==> src/rtl/muldiv_unit.sv <==
// muldiv_unit: iterative multiply/divide unit with architectural HI/LO.
// Handles MULT, MULTU, DIV and DIVU in WIDTH+1 cycles (shift-add multiply,
// restoring divide), and MTHI/MTLO as single-edge register writes.
// Optional feature macro MULDIV_FAST_MUL_EN: multiplies use a combinational
// multiplier and finish in two cycles; divides are unchanged.
module muldiv_unit #(
  parameter int WIDTH = 32
) (
  input  logic             clk,
  input  logic             rst,
  input  logic             start,
  input  logic [2:0]       op,
  input  logic [WIDTH-1:0] rs_data,
  input  logic [WIDTH-1:0] rt_data,
  output logic             busy,
  output logic             done,
  output logic [WIDTH-1:0] hi,
  output logic [WIDTH-1:0] lo
);

  localparam int CW = (WIDTH > 1) ? $clog2(WIDTH) : 1;
  localparam logic [CW-1:0] LAST = CW'(WIDTH - 1);

  localparam logic [2:0] OP_MTHI = 3'b100;
  localparam logic [2:0] OP_MTLO = 3'b101;

  typedef enum logic [1:0] {IDLE, CALC, FIX} state_t;

  state_t             state, state_nxt;
  logic [CW-1:0]      cnt;
  // Low half starts as |A| (multiplier / dividend); high half accumulates
  // the product's upper bits or the partial remainder.
  logic [2*WIDTH-1:0] acc;
  logic [WIDTH-1:0]   opb;        // |B|: multiplicand / divisor magnitude
  logic [WIDTH-1:0]   dvd;        // raw dividend, returned in HI on divide by zero
  logic               is_div;
  logic               neg_lo;     // negate product / quotient
  logic               neg_hi;     // negate remainder (dividend sign)
  logic               div_zero;

  // Operation decode at the request edge
  logic             md_req;
  logic             sgn;
  logic [WIDTH-1:0] abs_a, abs_b;

  assign md_req = start && !op[2];
  assign sgn    = !op[0];
  assign abs_a  = (sgn && rs_data[WIDTH-1]) ? -rs_data : rs_data;
  assign abs_b  = (sgn && rt_data[WIDTH-1]) ? -rt_data : rt_data;

  // Per-iteration datapath
  logic [WIDTH:0]     mul_sum;
  logic [WIDTH:0]     div_trial;
  logic [2*WIDTH-1:0] acc_nxt;

  // One shift-add or one restoring-divide step on the accumulator
  always_comb begin
    mul_sum   = {1'b0, acc[2*WIDTH-1:WIDTH]} + {1'b0, (acc[0] ? opb : '0)};
    div_trial = {acc[2*WIDTH-1:WIDTH], acc[WIDTH-1]} - {1'b0, opb};
    acc_nxt   = {mul_sum, acc[WIDTH-1:1]};
    if (is_div) begin
      if (div_trial[WIDTH])
        acc_nxt = {acc[2*WIDTH-2:0], 1'b0};
      else
        acc_nxt = {div_trial[WIDTH-1:0], acc[WIDTH-2:0], 1'b1};
    end
  end

  // Final sign correction and divide-by-zero override
  logic [WIDTH-1:0]   fix_hi, fix_lo;
  logic [2*WIDTH-1:0] prod;

  // Produce the architectural HI/LO values from the finished accumulator
  always_comb begin
    prod   = neg_lo ? -acc : acc;
    fix_hi = prod[2*WIDTH-1:WIDTH];
    fix_lo = prod[WIDTH-1:0];
    if (is_div) begin
      if (div_zero) begin
        fix_hi = dvd;
        fix_lo = '1;
      end else begin
        fix_hi = neg_hi ? -acc[2*WIDTH-1:WIDTH] : acc[2*WIDTH-1:WIDTH];
        fix_lo = neg_lo ? -acc[WIDTH-1:0]       : acc[WIDTH-1:0];
      end
    end
  end

  // State register
  always_ff @(posedge clk) begin
    if (!rst) state <= IDLE;
    else      state <= state_nxt;
  end

  // Next-state logic; requests are only honoured in IDLE
  always_comb begin
    state_nxt = state;
    case (state)
      IDLE: begin
        if (md_req) begin
`ifdef MULDIV_FAST_MUL_EN
          state_nxt = op[1] ? CALC : FIX;
`else
          state_nxt = CALC;
`endif
        end
      end
      CALC:    if (cnt == LAST) state_nxt = FIX;
      FIX:     state_nxt = IDLE;
      default: state_nxt = IDLE;
    endcase
  end

  assign busy = (state != IDLE);

  // Operand capture, iteration, HI/LO writeback and done pulse
  always_ff @(posedge clk) begin
    if (!rst) begin
      cnt      <= '0;
      acc      <= '0;
      opb      <= '0;
      dvd      <= '0;
      is_div   <= 1'b0;
      neg_lo   <= 1'b0;
      neg_hi   <= 1'b0;
      div_zero <= 1'b0;
      hi       <= '0;
      lo       <= '0;
      done     <= 1'b0;
    end else begin
      done <= 1'b0;
      case (state)
        IDLE: begin
          if (md_req) begin
            cnt      <= '0;
            acc      <= {{WIDTH{1'b0}}, abs_a};
            opb      <= abs_b;
            dvd      <= rs_data;
            is_div   <= op[1];
            neg_lo   <= sgn && (rs_data[WIDTH-1] ^ rt_data[WIDTH-1]);
            neg_hi   <= sgn && rs_data[WIDTH-1];
            div_zero <= (rt_data == '0);
`ifdef MULDIV_FAST_MUL_EN
            if (!op[1])
              acc <= {{WIDTH{1'b0}}, abs_a} * {{WIDTH{1'b0}}, abs_b};
`endif
          end else if (start && op == OP_MTHI) begin
            hi <= rs_data;
          end else if (start && op == OP_MTLO) begin
            lo <= rs_data;
          end
        end
        CALC: begin
          acc <= acc_nxt;
          cnt <= cnt + 1'b1;
        end
        FIX: begin
          hi   <= fix_hi;
          lo   <= fix_lo;
          done <= 1'b1;
        end
        default: ;
      endcase
    end
  end

endmodule

==> config.mk <==
export PLATFORM = sky130hd
export DESIGN_NAME = muldiv_unit
export DESIGN_NICKNAME = d
export VERILOG_FILES = /design/src/rtl/muldiv_unit.sv
export SDC_FILE = /design/constraint.sdc
export NUM_CORES = 1
export LEC_CHECK = 0
export ABC_CLOCK_PERIOD_IN_PS = 5700
export CORE_MARGIN = 3
export CORE_UTILIZATION = 45
export CTS_CLUSTER_DIAMETER = 150
export DETAILED_ROUTE_END_ITERATION = 8
export GPL_ROUTABILITY_DRIVEN = 1
export GPL_TIMING_DRIVEN = 0
export PLACE_DENSITY = 0.67
export SLEW_MARGIN = 10
export SYNTH_ARGS = -nofsm -noshare
export SYNTH_HDL_FRONTEND = slang
export SYNTH_SLANG_ARGS = --single-unit
==> constraint.sdc <==
create_clock -name clk -period 5.7 [get_ports clk]
set_input_delay 0.855 -clock clk [delete_from_list [all_inputs] [get_ports clk]]
set_output_delay 0.855 -clock clk [all_outputs]
set_load 0.005 [all_outputs]
==> flow_summary_export.csv, run 1 <==
group,metric,value,unit
die,die_h,194,µm
final_layout,antennaDiodeCount,0,
routing,wl_met1,29.4,mm
logic_synthesis,synth_fp_nets,2332,
final_layout,layout_common_cells,"242 x a21oi_1, 230 x nand2_1, 220 x nor2_1",
routing,drt_first_pass_iters,6,
cts,cts_setup_buffers,0,
die,rows,68,
routing,wl_met2,31.8,mm
timing,hold_slack,0.450,ns
worst_setup_path,crit_start,"acc[32]",
final_layout,final_common_cell,"a21oi_1",
worst_setup_path,worstSetupPathType,"reg -> reg",
logic_synthesis,synth_area,0.0159,mm²
pwr,peakVddDrop,0.200,mV
timing,rsz0062_at_grt,"no",
routing,top_layer,"met4",
worst_setup_path,cpPeakStageDelay,0.82,ns
die,core,0.0347,mm²
timing,fin_ws,0.684,ns
logic_synthesis,async_flop_share,0,
logic_synthesis,ys_seq_area_frac,0.256,
logic_synthesis,synth_cells,2190,
timing,setup_viol_count_final,0,
cts,clkTransAtPathRegs,0.06,ns
min_path,holdCritStartpoint,"lo[7]",
final_layout,drive_above_1_share,0.0389,
logic_synthesis,yosys_register_bits,204,
worst_setup_path,timing.rr.start,"acc[32]",
routing,detail-route-antenna-nets,0,
logic_synthesis,synth_area_per_cell,7.28,µm²
cts,cts_tree,"built",
logic_synthesis,synthFlopType,"dfxtp_1",
outcome,status,"complete, no violations",
die,pin_count,136,
timing,post-route-period-util,0.880,
worst_setup_path,r2r_end,"acc[57]",
cts,clock_sinks,204,
grt,grt_use_total,0.371,
worst_setup_path,arrival,5.45,ns
cts,cts_hold_buf,0,
cts,numCtsBuffers,26,
routing,via_per_inst,6.45,
routing,post_drt_wl_per_cell,26.1,µm
worst_setup_path,slowest_stage,"xnor2_1",
timing,worst_slew_pin_slew,1.10,ns
timing,hold_violations,0,
worst_setup_path,worstRegToRegCells,14,
routing,wl_met3,6.81,mm
timing,fmax,199,MHz
pwr,power_density,227,mW/mm²
worst_setup_path,path_cells,"clkbuf_1 -> inv_1 -> fa_1 -> nand2b_1 -> a21oi_1 -> o21a_1 -> a211oi_1 -> nor4_1 -> o21ai_1 -> xnor2_1 -> clkbuf_1 -> mux2i_1 -> nand3_1 -> and3_1",
timing,final_max_slew_viol_count,0,
cts,h-tree-depth,1,
worst_setup_path,crit_top_cell,"clkbuf_1",
worst_setup_path,reg2reg_setup_slack,0.68,ns
logic_synthesis,synth_cell_types,73,
worst_setup_path,cp-end-kind,"flip-flop",
timing,clock_skew,0.0190,ns
grt,grt_pass1_vias,17249,
timing,period_minus_slack,5.02,ns
routing,wl,73.6,mm
grt,grt_max_degree,13,
logic_synthesis,yosys_warnings,0,
final_layout,syn2layout_area_growth,16.9,%
cts,clockBufferDepth,3,
worst_setup_path,startpoint_type,"flip-flop",
cts,clock_latency,0.55,ns
timing,max_slew_margin,0.267,
die,start_util,0.459,
cts,cts-resized-gates,0,
die,die_x,194,µm
die,die_area,0.0377,mm²
place,portBuffers,128,
timing,tns,0,ns
final_layout,fin_nets,2488,
grt,grt_antenna_before_repair,2,
routing,vias,18185,
routing,drt_iter0_drc,2001,
pwr,p_leak,6.94,nW
grt,grt_pass1_wl,108,mm
worst_setup_path,endpoint,"acc[57]",
logic_synthesis,synth_enable_flop_cells,0,
routing,drc,0,
cts,cts_root_buf,"clkbuf_16",
place,dp_slack,0.789,ns
final_layout,final_core_util,0.537,
grt,grt_overflow,0,
worst_setup_path,required,6.13,ns
min_path,hold_class,"reg -> reg",
place,gp_congestion,1.01,
place,hpwlAfterDp,57.7,mm
worst_setup_path,crit_fanout,10,
job,drv_cap,0,
## kinds of logic after synthesis
logic type	after synthesis	share of synthesized area
buf+inv	236	0.0573
fa+ha+maj	72	0.0574
flops	204	0.256
mux	57	0.0362
compound gates	747	0.296
xor+xnor	159	0.0873
simple gates	715	0.210
## cell type report
| type | count | area (µm²) |
|---|---|---|
| Sequential cell | 204 | 4080 |
| Fill cell | 3531 | 16100 |
| Clock inverter | 14 | 90.1 |
| Multi-Input combinational cell | 1750 | 11000 |
| Timing Repair Buffer | 128 | 1280 |
| Clock buffer | 34 | 742 |
| Buffer | 170 | 666 |
| Inverter | 66 | 248 |
| Tap cell | 455 | 569 |
## layer usage
layer,up-vias,track usage
met3,262,0.0591
met1,8537,0.477
met5,-,0
met4,0,0.229
li1,8257,-
met2,1129,0.583
## worst min-delay path by stage
| stage | to | slack (ns) | cells past startpoint |
|---|---|---|---|
| floorplan | cnt[3] | 0.41 | 1 |
| global placement | cnt[3] | 0.44 | 1 |
| detailed placement | lo[7] | 0.45 | 2 |
| CTS | lo[7] | 0.45 | 2 |
| global route | lo[4] | 0.47 | 2 |
| finish | lo[7] | 0.45 | 2 |
## cells in the mapped netlist (4+ instances only)
cell type	number	area (µm²)
mux2_2	5	56.3
nand2b_1	37	231
dfxtp_1	204	4080
o211ai_1	25	188
nor2b_1	14	87.6
a22oi_1	19	143
buf_1	11	41.3
nand2_1	230	863
nand3b_1	4	30.0
and2_1	10	62.6
nor3b_1	7	52.6
o41ai_1	10	87.6
ha_1	70	876
a311oi_1	7	61.3
a211o_1	5	43.8
a32oi_1	4	35.0
nor3_1	34	170
o21a_1	10	75.1
o21ai_0	161	806
clkbuf_1	149	559
a31oi_1	25	156
a221oi_1	19	166
inv_1	65	244
mux2i_1	52	521
or3_1	23	144
o31a_1	4	35.0
o21bai_1	8	60.1
nor4_1	14	87.6
or2_2	14	87.6
or4_1	16	120
a21oi_1	242	1210
a2111oi_0	5	43.8
a21boi_0	5	37.5
buf_2	6	30.0
nor4b_1	4	35.0
a211oi_1	78	586
xnor2_1	92	806
xor2_1	67	587
o31ai_1	27	203
a21o_1	38	285
nor2_1	220	826
o221ai_1	29	254
nand3_1	41	205
and3_1	17	106
nand4_1	16	100
## metrics by stage
stage	instance area, µm²	instances	power [mW]
2_1_floorplan	15900	2190	2.21
3_3_place_gp	17800	2773	2.59
3_5_place_dp	17800	2773	2.60
4_1_cts	18600	2821	4.20
5_1_grt	18600	2821	4.36
6_report	18600	2821	4.23
## critical path, delay by kind of cell (launching register included)
family                   cells  cell delay (ns)
AND/OR/NAND/NOR              4             0.88
flip-flops                   1             0.39
AO/OA/AOI/OAI                4             0.93
XOR/XNOR                     1             0.82
adder cells (fa/ha/maj)      1             0.45
multiplexers                 1             0.27
buffers and inverters        3             1.15
## registers in the layout, indices dropped and copies added, names as in the netlist
register  cells
hi           32
opb          32
acc          64
div_zero      1
cnt           5
done          1
lo           32
neg_lo        1
is_div        1
state         2
neg_hi        1
dvd          32
## power breakdown
group          total [mW]  switching (mW)  internal, mW
clock network        1.62           0.699         0.920
registers            1.56          0.0684          1.49
logic                1.05           0.679         0.373
total                4.23            1.45          2.78
Power figures use the tool's default switching activity.
==> inputs of run 2 (changes only) <==
--- a/config.mk
+++ b/config.mk
@@ -5,14 +5,13 @@
 export SDC_FILE = /design/constraint.sdc
 export NUM_CORES = 1
 export LEC_CHECK = 0
-export ABC_CLOCK_PERIOD_IN_PS = 5700
 export CORE_MARGIN = 3
 export CORE_UTILIZATION = 45
 export CTS_CLUSTER_DIAMETER = 150
 export DETAILED_ROUTE_END_ITERATION = 8
 export GPL_ROUTABILITY_DRIVEN = 1
 export GPL_TIMING_DRIVEN = 0
-export PLACE_DENSITY = 0.67
+export PLACE_DENSITY = 0.66
 export SLEW_MARGIN = 10
 export SYNTH_ARGS = -nofsm -noshare
 export SYNTH_HDL_FRONTEND = slang
==> flow_summary_export.csv, run 2 (synthesis gave the netlist of run 1 again) <==
group,metric,value,unit
final_layout,largest_register_ffs,64,
cts,cts_hold_buf,0,
pwr,p_leak,6.99,nW
pwr,power_density,237,mW/mm²
grt,grt_max_degree,14,
die,die_area,0.0377,mm²
timing,final_max_slew_viol_count,0,
final_layout,top_register,"acc",
cts,cts_tree,"built",
timing,max_slew_margin,0.171,
timing,post-route-period-util,0.876,
grt,grt_antenna_before_repair,1,
grt,grt_pass1_vias,17082,
timing,tns,0,ns
routing,drt_first_pass_iters,8,
cts,clock_latency,0.58,ns
worst_setup_path,worstSetupPathType,"reg -> reg",
cts,clkTransAtPathRegs,0.06,ns
pwr,finalPower,4.45,mW
routing,drc,0,
die,pin_count,136,
place,portBuffers,128,
die,core,0.0347,mm²
routing,via_per_inst,6.43,
timing,period_minus_slack,4.99,ns
cts,cts-resized-gates,0,
routing,vias,18115,
cts,h-tree-depth,1,
cts,cts_setup_buffers,0,
worst_setup_path,crit_fanout,10,
routing,drt_iter0_drc,2086,
final_layout,drive_above_1_share,0.0385,
worst_setup_path,required,6.15,ns
final_layout,fin_nets,2487,
cts,clock_sinks,204,
die,die_h,194,µm
timing,clock_skew,0.0298,ns
routing,detail-route-antenna-nets,0,
place,gp_congestion,1.01,
final_layout,final_common_cell,"a21oi_1",
place,hpwlAfterDp,57.1,mm
timing,rsz0062_at_grt,"no",
timing,setup_viol_count_final,0,
cts,numCtsBuffers,25,
grt,grt_use_total,0.369,
pwr,peakVddDrop,0.261,mV
die,start_util,0.459,
cts,cts_root_buf,"clkbuf_16",
routing,post_drt_wl_per_cell,26.0,µm
final_layout,syn2layout_area_growth,17.5,%
outcome,status,"complete, no violations",
die,die_x,194,µm
min_path,hold_class,"reg -> reg",
worst_setup_path,reg2reg_setup_slack,0.71,ns
worst_setup_path,cp-end-kind,"flip-flop",
die,rows,68,
final_layout,layout_common_cells,"242 x a21oi_1, 230 x nand2_1, 220 x nor2_1",
job,drv_cap,0,
timing,hold_violations,0,
grt,grt_overflow,0,
cts,clockBufferDepth,3,
timing,worst_slew_pin_slew,1.23,ns
final_layout,antennaDiodeCount,0,
routing,wl,73.2,mm
grt,grt_pass1_wl,107,mm
worst_setup_path,arrival,5.44,ns
timing,fmax,200,MHz
worst_setup_path,startpoint_type,"flip-flop",
==> run 2: cell count changes in the layout (fill, tap and decap cells not counted) <==
| cell | delta |
|---|---|
| bufinv_16 | +5 |
| clkinv_2 | -4 |
| clkbuf_1 | -2 |
| clkbuf_16 | -2 |
| clkbuf_8 | +1 |
| clkinv_4 | +1 |
| clkinvlp_4 | -1 |
| inv_16 | +1 |
| inv_6 | -1 |
| nor3_1 | +1 |
| nor3_2 | -1 |
==> run 2: final timing paths <==
path,from,endpoint,depth (start not counted)
setup / recovery,acc[32],acc[57],14
hold / removal,lo[13],lo[13],2
setup reg to reg,acc[32],acc[57],14
hold reg to reg,lo[13],lo[13],2
==> run 2: area by class of cell <==
cell class	instances	area (µm²)
buffer	170	666
clock buffer	31	698
clock inverter	15	233
fill	3510	16000
inverter	66	248
multi-input combinational	1750	11000
sequential	204	4080
tap	455	569
timing repair buffer	128	1280
==> run 2: metal layers <==
layer | GRT usage | up-vias | wire length, µm
met5 | 0 | - | 0
met4 | 0.235 | 0 | 5680
met3 | 0.0546 | 256 | 6900
met2 | 0.565 | 1077 | 30700
met1 | 0.488 | 8543 | 29900
li1 | - | 8239 | -
==> run 2: report_power, final <==
| group | total, mW | leakage, nW | internal (mW) | switching [mW] |
|---|---|---|---|---|
| Sequential | 1.56 | 1.66 | 1.49 | 0.0699 |
| Combinational | 1.06 | 4.88 | 0.373 | 0.684 |
| Clock | 1.83 | 0.447 | 1.10 | 0.727 |
| Total | 4.45 | 6.99 | 2.97 | 1.48 |
==> run 2: stage by stage <==
step	hold slack [ns]	std cells	util	worst slack [ns]	area, µm²
finish	0.450	2819	0.540	0.709	18700
global route	0.471	2819	0.540	0.389	18700
CTS	0.452	2819	0.539	0.719	18700
detailed placement	0.446	2773	0.513	0.764	17800
global placement	0.437	2773	0.513	0.812	17800
floorplan	0.415	2190	-	2.02	15900
==> run 2: worst max-delay path, stage by stage, from the launching register on <==
cell	delay, ns
dfxtp_1	0.39
clkbuf_1	0.38
inv_1	0.18
fa_1	0.47
nand2b_1	0.20
a21oi_1	0.33
o21a_1	0.24
a211oi_1	0.12
nor4_1	0.46
o21ai_1	0.31
xnor2_1	0.66
clkbuf_1	0.53
mux2i_1	0.28
nand3_1	0.10
and3_1	0.19
